[src/rtl/ppu_sram_arb.sv]
// ppu_sram_arb: render/CPU arbiter and strobe sequencer for the 4Kx16 CHR SRAM
module ppu_sram_arb #(
  parameter int RD_CYC = 2,
  parameter int WR_CYC = 2,
  parameter int STARVE_MAX = 4
) (
  input  logic        i_clk,
  input  logic        i_rst,
  input  logic        i_rnd_req,
  input  logic [11:0] i_rnd_addr,
  output logic        o_rnd_ack,
  output logic [15:0] o_rnd_rdata,
  input  logic        i_cpu_req,
  input  logic        i_cpu_we,
  input  logic [12:0] i_cpu_addr,
  input  logic [7:0]  i_cpu_wdata,
  output logic        o_cpu_ack,
  output logic [7:0]  o_cpu_rdata,
  output logic [11:0] o_sram_addr,
  output logic [15:0] o_sram_wdata,
  output logic        o_sram_wdata_oe,
  input  logic [15:0] i_sram_rdata,
  output logic        o_sram_oe_n,
  output logic        o_sram_we_n,
  output logic        o_sram_ub_n,
  output logic        o_sram_lb_n,
  output logic        o_busy
);
  typedef enum logic [2:0] {IDLE, RD, WR, WREC, DONE} state_t;
  state_t state_q, state_d;
  logic [3:0] cnt_q, cnt_d, streak_q, streak_d;
  logic [11:0] addr_q, addr_d;
  logic [7:0] wbyte_q, wbyte_d, cpu_rdata_q, cpu_rdata_d;
  logic [15:0] rnd_rdata_q, rnd_rdata_d;
  logic lane_q, lane_d, own_cpu_q, own_cpu_d;
  logic grant_cpu, grant_rnd;
  always_comb begin
    grant_cpu = i_cpu_req && (!i_rnd_req || streak_q == 4'(STARVE_MAX));
    grant_rnd = i_rnd_req && !grant_cpu;
    state_d = state_q;
    cnt_d = cnt_q;
    streak_d = streak_q;
    addr_d = addr_q;
    wbyte_d = wbyte_q;
    lane_d = lane_q;
    own_cpu_d = own_cpu_q;
    rnd_rdata_d = rnd_rdata_q;
    cpu_rdata_d = cpu_rdata_q;
    case (state_q)
      IDLE: if (grant_cpu || grant_rnd) begin
        own_cpu_d = grant_cpu;
        addr_d = grant_cpu ? i_cpu_addr[12:1] : i_rnd_addr;
        lane_d = grant_cpu && i_cpu_addr[0];
        wbyte_d = grant_cpu ? i_cpu_wdata : wbyte_q;
        streak_d = (grant_rnd && i_cpu_req) ? streak_q + 4'd1 : 4'd0;
        state_d = (grant_cpu && i_cpu_we) ? WR : RD;
        cnt_d = (grant_cpu && i_cpu_we) ? 4'(WR_CYC - 1) : 4'(RD_CYC - 1);
      end
      RD: begin
        cnt_d = cnt_q - 4'd1;
        if (cnt_q == 4'd0) begin
          state_d = DONE;
          rnd_rdata_d = own_cpu_q ? rnd_rdata_q : i_sram_rdata;
          cpu_rdata_d = !own_cpu_q ? cpu_rdata_q : (lane_q ? i_sram_rdata[15:8] : i_sram_rdata[7:0]);
        end
      end
      WR: begin
        cnt_d = cnt_q - 4'd1;
        state_d = (cnt_q == 4'd0) ? WREC : WR;
      end
      WREC: state_d = DONE;
      default: state_d = IDLE;
    endcase
  end
  always_ff @(posedge i_clk) begin
    if (i_rst) begin
      state_q <= IDLE;
      cnt_q <= '0;
      streak_q <= '0;
      addr_q <= '0;
      wbyte_q <= '0;
      lane_q <= 1'b0;
      own_cpu_q <= 1'b0;
      rnd_rdata_q <= '0;
      cpu_rdata_q <= '0;
    end else begin
      state_q <= state_d;
      cnt_q <= cnt_d;
      streak_q <= streak_d;
      addr_q <= addr_d;
      wbyte_q <= wbyte_d;
      lane_q <= lane_d;
      own_cpu_q <= own_cpu_d;
      rnd_rdata_q <= rnd_rdata_d;
      cpu_rdata_q <= cpu_rdata_d;
    end
  end
  assign o_sram_addr = addr_q;
  assign o_sram_wdata = {wbyte_q, wbyte_q};
  assign o_sram_wdata_oe = state_q == WR || state_q == WREC;
  assign o_sram_oe_n = state_q != RD;
  assign o_sram_we_n = state_q != WR;
  assign o_sram_ub_n = !(state_q == RD || (state_q == WR && lane_q));
  assign o_sram_lb_n = !(state_q == RD || (state_q == WR && !lane_q));
  assign o_rnd_ack = state_q == DONE && !own_cpu_q;
  assign o_cpu_ack = state_q == DONE && own_cpu_q;
  assign o_rnd_rdata = rnd_rdata_q;
  assign o_cpu_rdata = cpu_rdata_q;
  assign o_busy = state_q != IDLE;
endmodule

[config.mk]
export PLATFORM = sky130hd
export DESIGN_NAME = ppu_sram_arb
export DESIGN_NICKNAME = d
export VERILOG_FILES = /design/src/rtl/ppu_sram_arb.sv
export SDC_FILE = /design/constraint.sdc
export NUM_CORES = 1
export LEC_CHECK = 0
export CORE_ASPECT_RATIO = 0.7
export CORE_MARGIN = 2
export CORE_UTILIZATION = 41
export CTS_CLUSTER_SIZE = 30
export DETAILED_ROUTE_END_ITERATION = 8
export PLACE_DENSITY = 0.75
export SLEW_MARGIN = 30
export SYNTH_ARGS = -nofsm -noshare
export SYNTH_HDL_FRONTEND = slang
export SYNTH_SLANG_ARGS = --single-unit
[constraint.sdc]
create_clock -name i_clk -period 1.9 [get_ports i_clk]
set_input_delay 0.19 -clock i_clk [delete_from_list [all_inputs] [get_ports i_clk]]
set_output_delay 0.19 -clock i_clk [all_outputs]
set_load 0.02 [all_outputs]
; ---- After elaboration in Yosys (flattened, before gate mapping)
; Index checks and enable logic that the tools add are counted.
[op_classes]
add_sub_neg = 2
n_eq_ne = 9
mux = 10
n_bitwise = 1
reduce_logical = 31
[ops]
columns = operator, count
row1 = two-way mux 12 bit, 1
row2 = one-hot mux 3 bit (4 select lines), 1
row3 = logical AND 1 bit, 9
row4 = AND reduction 3 bit, 3
row5 = two-way mux 4 bit, 2
row6 = two-way mux 8 bit, 1
row7 = one-hot mux 4 bit (2 select lines), 1
row8 = "equality test 3 x 2 -> 1 bit, second input constant", 2
row9 = zero test 1 bit, 6
row10 = two-way mux 3 bit, 2
row11 = AND reduction 2 bit, 3
row12 = logical OR 1 bit, 5
row13 = "adder 4 x 1 -> 4 bit, second input constant", 1
row14 = "equality test 4 x 3 -> 1 bit, second input constant", 1
row15 = zero test 4 bit, 1
row16 = "!= test 2 bit, second input constant", 2
row17 = "subtractor 4 x 1 -> 4 bit, second input constant", 1
row18 = "equality test 3 x 1 -> 1 bit, second input constant", 1
row19 = "equality test 3 bit, second input constant", 1
row20 = zero test 3 bit, 1
row21 = "!= test 3 x 1 -> 1 bit, second input constant", 1
row22 = "!= test 3 x 2 -> 1 bit, second input constant", 1
row23 = nonzero test 3 bit, 1
row24 = two-way mux 2 bit, 1
row25 = other kinds (4), 4
[word_totals]
ff_bits = 57
in_bits = 54
out_inout_bits = 60
wordCells = 62

; ---- Logic depth before layout (Yosys ltp)
[depth]
ltp_word = 8
ltp_mapped = 7
ltp_nobuf = 5

; ---- Worst setup path after synthesis
; Ideal clock, no wire load.
[synth_path]
kind = flip-flop to output port
startpoint = reg state_q[2]
endpoint = out o_rnd_ack
arrival_ns = 1.430
t_required_ns = 1.710
slack_ns = 0.280
stages_incl_launch_ff = 3
path_buffers = 1
path_cell_list = dfxtp_1 -> clkbuf_1 -> nor4b_1
[synth_between]
elab_chain_len = 2
[synth_lines]
columns = element, line
row1 = start: declaration, 30  ; state_t state_q, state_d;
row2 = start signal: assignment, 87  ; state_q <= state_d;
row3 = equality test 3 bit, 105  ; assign o_rnd_ack = state_q == DONE && !own_cpu_q;
row4 = logical AND 1 bit, 105
row5 = end: declaration, 11  ; output logic o_rnd_ack,
; Every way passes these cells.

; ---- Worst setup path after layout
[layout_path]
startpoint = reg state_q[1]
endpoint = out o_cpu_ack
[layout_between]
elab_chain_len = 2
[layout_lines]
columns = element, line
row1 = equality test 3 bit, 106  ; assign o_cpu_ack = state_q == DONE && own_cpu_q;
row2 = logical AND 1 bit, 106
row3 = end: declaration, 17  ; output logic o_cpu_ack,
; Every way passes these cells.

==> results <==
- The flow ran to the end, and the final reports show no timing, DRC or antenna violations.
- In this run the power density over the cells is 1055 nW/µm².
- The clock passes through at most 2 buffers.
- The global-route usage over all layers is 21.94%.
- Buffers inserted to repair hold after CTS numbered 0.
- The synthesis-to-layout area growth is 48.54%.
- The initial core utilization is 41.93%.
- The path class of the tightest hold or removal check is input pin to register.
- The worst-path maximum fanout is 7.
- The die covers 8135 µm².
- The violation count after the first detailed-route iteration is ~140.
- The finished layout holds roughly 530 standard cells, fillers aside.
- The largest net degree at the start of global routing is 34.
- Clock tree synthesis inserted a total of 9 buffers.
- Before antenna repair, the detailed router went through 4 iterations.
- The worst voltage drop across the vdd grid is approximately 0.52 mV.
- The detailed-route via count is 2963.
- The number of antenna violations at the first check in global routing came to 0.
- The final-report setup violation count is 0.
- The clock net in this run drives a total of 57 sinks.
- The combinational share of power is around two fifths.
- The synthesized net count is 380.
- The relative slew slack is 58.20%.
- The number of top-level pins is 114.
- The net count of the finished layout is 486.
- The share of the yosys chip area belonging to registers is 37.52%.
- The synthesized design contains 57 register bits.
- The final number of max-transition violations came to 0.
- The combinational family with the most area after synthesis is compound AO/OA/AOI/OAI gates.
- The library cells used most frequently in the layout, excluding fill and tap cells, are sky130_fd_sc_hd__clkdlybuf4s50_1, sky130_fd_sc_hd__dfxtp_1, sky130_fd_sc_hd__a21oi_1.
- Among all flip-flop cells after synthesis, the most frequent one is sky130_fd_sc_hd__dfxtp_1.
- The maximum frequency from static timing analysis is 543.5 MHz.
- The leakage power total is 0.001603 µW.
- The cell type contributing the most total cell area after synthesis is sky130_fd_sc_hd__dfxtp_1.
- The share of the clock period used by the worst path is 96.84%.
- The via count of the first global-routing pass is 2885.
- After clock tree synthesis, the clock-pin slew on the worst setup and hold paths is 0.07 ns.
- The clock period could shrink to about 1.8 ns.
- Yosys mapped the design onto 49 distinct sky130hd cell types.
- After synthesis, the mean cell area works out to 9.417 µm².
- The insertion delay of the later-clocked pin in the worst-skew pair is ~0.34 ns.
- The number of enable-type register cells in the synthesized netlist is 0.
- The number of endpoints with negative hold slack in the final report is 0.
- TritonCTS built the clock tree.
- STA classifies the critical path endpoint as an output pin.
- Summing the areas of all fa, ha and maj instances in the mapped netlist gives 1.234% of the synthesized area.
- In the routed design, unresolved DRC markers number 0.
- The portion of synthesized area spent on multiplexers is 5.594%.
- The final antenna-violating net count is 0.
- The via density per instance is between 5 and 6.
- The critical path required time is approximately 1.7 ns.
- The internal power consumption is 3082 µW.
- The pin slew with the least headroom to its limit is 0.6264 ns.
- The share of flip-flops with an asynchronous set or reset is 0%.
- From left edge to right edge, the die measures 106.9 µm.
- The layout has 580 filler cells.
- Ranked by total cell area, the synthesized netlist is headed by sky130_fd_sc_hd__dfxtp_1, sky130_fd_sc_hd__a311oi_1, sky130_fd_sc_hd__a21oi_1.
- The number of rows created at floorplan is 26.
- Once layout is complete, the utilization of the core stands at 62.28%.
- The first-pass GRT wire length is roughly 14000 µm.
- The share of layout cells above drive strength 1 is 17.51%.
- After Yosys synthesis, XOR and XNOR cells account for 0.2879% of the synthesized area.
- The mapped cell area is about 3000 µm².
- Dividing the detail-routed wire length by the instance count gives 16.49 µm.
- Max-cap violations in this run came to 0.
- The area fraction in compound gates after synthesis is between 20 and 30%.
- The clock power share is 30.3%.
- For this design the total switching power over the nets is 1685 µW.
- Yosys printed 0 warnings.
- The synthesized netlist devotes 18.96% of its cell area to simple gates.
- The HPWL after detailed placement is 6316 µm.
- On the final layout, the worst clock skew is 0.01067 ns.
- The proportion of netlist area held by the largest area contributor is 37.52%.
- The switching portion of total power is between 30% and 40%.
- The arrival time reported for the critical path endpoint is 1.65 ns.
- The H-tree was split into 3 levels.
- The sum of negative setup slack is 0 ns.
- The sort of element at the start of the critical path is a register.
- The critical path is of the register to output pin type.
- The number of buffers inserted by port buffering is 113.
- The number of cells produced by synthesis is 323.
- The final weighted congestion of routability-driven global placement is 0.8482.
- The number of antenna diodes in the final layout is 0.
- The core region area is slightly above 7000 µm².
- The tree is rooted in a sky130_fd_sc_hd__clkbuf_8.
- The height of the chip is 76.07 µm.
- Setup repair after global routing left no endpoint under its margin.
- The routed wire length is 8774 µm.
- The total placed cells including tap cells is 514.
- Global routing finished with a remaining overflow of 0.
- The share of total power dissipated in sequential elements is between 30% and 40%.
- The most common cell after layout, fill and taps aside is sky130_fd_sc_hd__clkdlybuf4s50_1.
==> Yosys cell counts (2+ instances only) <==
| library cell | count |
|---|---|
| sky130_fd_sc_hd__a31oi_1 | 8 |
| sky130_fd_sc_hd__a21bo_2 | 12 |
| sky130_fd_sc_hd__or3_1 | 5 |
| sky130_fd_sc_hd__mux2i_1 | 17 |
| sky130_fd_sc_hd__nor2_1 | 3 |
| sky130_fd_sc_hd__nand2b_1 | 21 |
| sky130_fd_sc_hd__buf_4 | 10 |
| sky130_fd_sc_hd__o32ai_1 | 2 |
| sky130_fd_sc_hd__o31ai_2 | 9 |
| sky130_fd_sc_hd__o211ai_1 | 2 |
| sky130_fd_sc_hd__a21oi_1 | 34 |
| sky130_fd_sc_hd__buf_2 | 10 |
| sky130_fd_sc_hd__o21ai_0 | 9 |
| sky130_fd_sc_hd__nand4_1 | 2 |
| sky130_fd_sc_hd__nor2_2 | 2 |
| sky130_fd_sc_hd__dfxtp_1 | 57 |
| sky130_fd_sc_hd__nand3_1 | 14 |
| sky130_fd_sc_hd__buf_6 | 2 |
| sky130_fd_sc_hd__clkbuf_1 | 18 |
| sky130_fd_sc_hd__or2_2 | 2 |
| sky130_fd_sc_hd__inv_1 | 9 |
| sky130_fd_sc_hd__ha_1 | 3 |
| sky130_fd_sc_hd__nor2b_1 | 3 |
| sky130_fd_sc_hd__a21o_1 | 3 |
| sky130_fd_sc_hd__nand4b_1 | 16 |
| sky130_fd_sc_hd__o31ai_1 | 8 |
| sky130_fd_sc_hd__a311oi_1 | 20 |
==> logic make-up after synthesis <==
group                    Yosys count
adder cells (fa/ha/maj)            3
buffers and inverters             51
AND/OR/NAND/NOR                   81
XOR/XNOR                           1
flip-flops                        57
multiplexers                      17
AO/OA/AOI/OAI                    113
==> what timing repair did <==
| action | in CTS | in global routing |
|---|---|---|
| resized for setup | 8 | 4 |
| setup endpoints to repair | 8 | 9 |
| setup buffers | 2 | 0 |
==> through the flow <==
stage	instance area (µm²)	power (µW)	hold slack, ns	setup slack, ns
2_1_floorplan	3042	2593	0.3453	0.2798
3_3_place_gp	4238	3281	0.4618	0.1068
3_5_place_dp	4238	3310	0.4642	0.03919
4_1_cts	4509	4755	0.2088	0.0007203
5_1_grt	4518	4997	0.2191	0.01711
6_report	4518	4767	0.2183	0.06002
==> registers in the layout, summed over array words and instances, names as in the netlist, 3 cells and up <==
name         cells
streak_q         4
o_rnd_rdata     16
wbyte_q          8
cnt_q            4
o_cpu_rdata      8
state_q          3
o_sram_addr     12
==> worst max-delay path: stages (launching register included) <==
cell	delay, ns
sky130_fd_sc_hd__dfxtp_2	0.37
sky130_fd_sc_hd__inv_1	0.12
sky130_fd_sc_hd__and4_1	0.19
sky130_fd_sc_hd__clkdlybuf4s50_1	0.62
==> worst paths after layout <==
kind	startpoint	end	slack, ns	cells after the start
worst max register to register	state_q[1]$_SDFFE_PP0P_	o_sram_addr[10]$_SDFFE_PP0P_	0.18	5
worst max-delay path	state_q[1]$_SDFFE_PP0P_	o_cpu_ack	0.06	3
worst min-delay path	i_rst	o_rnd_rdata[1]$_SDFFE_PP0P_	0.22	2
worst min register to register	o_rnd_rdata[5]$_SDFFE_PP0P_	o_rnd_rdata[5]$_SDFFE_PP0P_	0.47	2
==> area by class of cell <==
cell class,instances,area [µm²],share of cell area (%)
multi-input combinational,215,1652,36.55
timing repair buffer,135,1303,28.83
sequential,57,1145,25.34
clock buffer,10,137.6,3.046
tap,98,122.6,2.714
clock inverter,6,115.1,2.548
inverter,11,43.79,0.9693
==> power groups by stage <==
stage                     registers [µW]  logic (µW)  clock network [µW]
after floorplan                     1640         957                   0
after global placement              1510        1770                   0
after detailed placement            1520        1790                   0
after CTS                           1500        1800                1460
after global routing                1520        1960                1510
final                               1500        1830                1440
==> layer usage <==
layer | GRT usage, % | share of wire, %
met1 | 31.66 | 48
met2 | 32.17 | 45
met3 | 5.475 | 5.3
met4 | 6.623 | 1.6
met5 | 0 | 0
No activity file was read; power rests on OpenSTA's default activity.
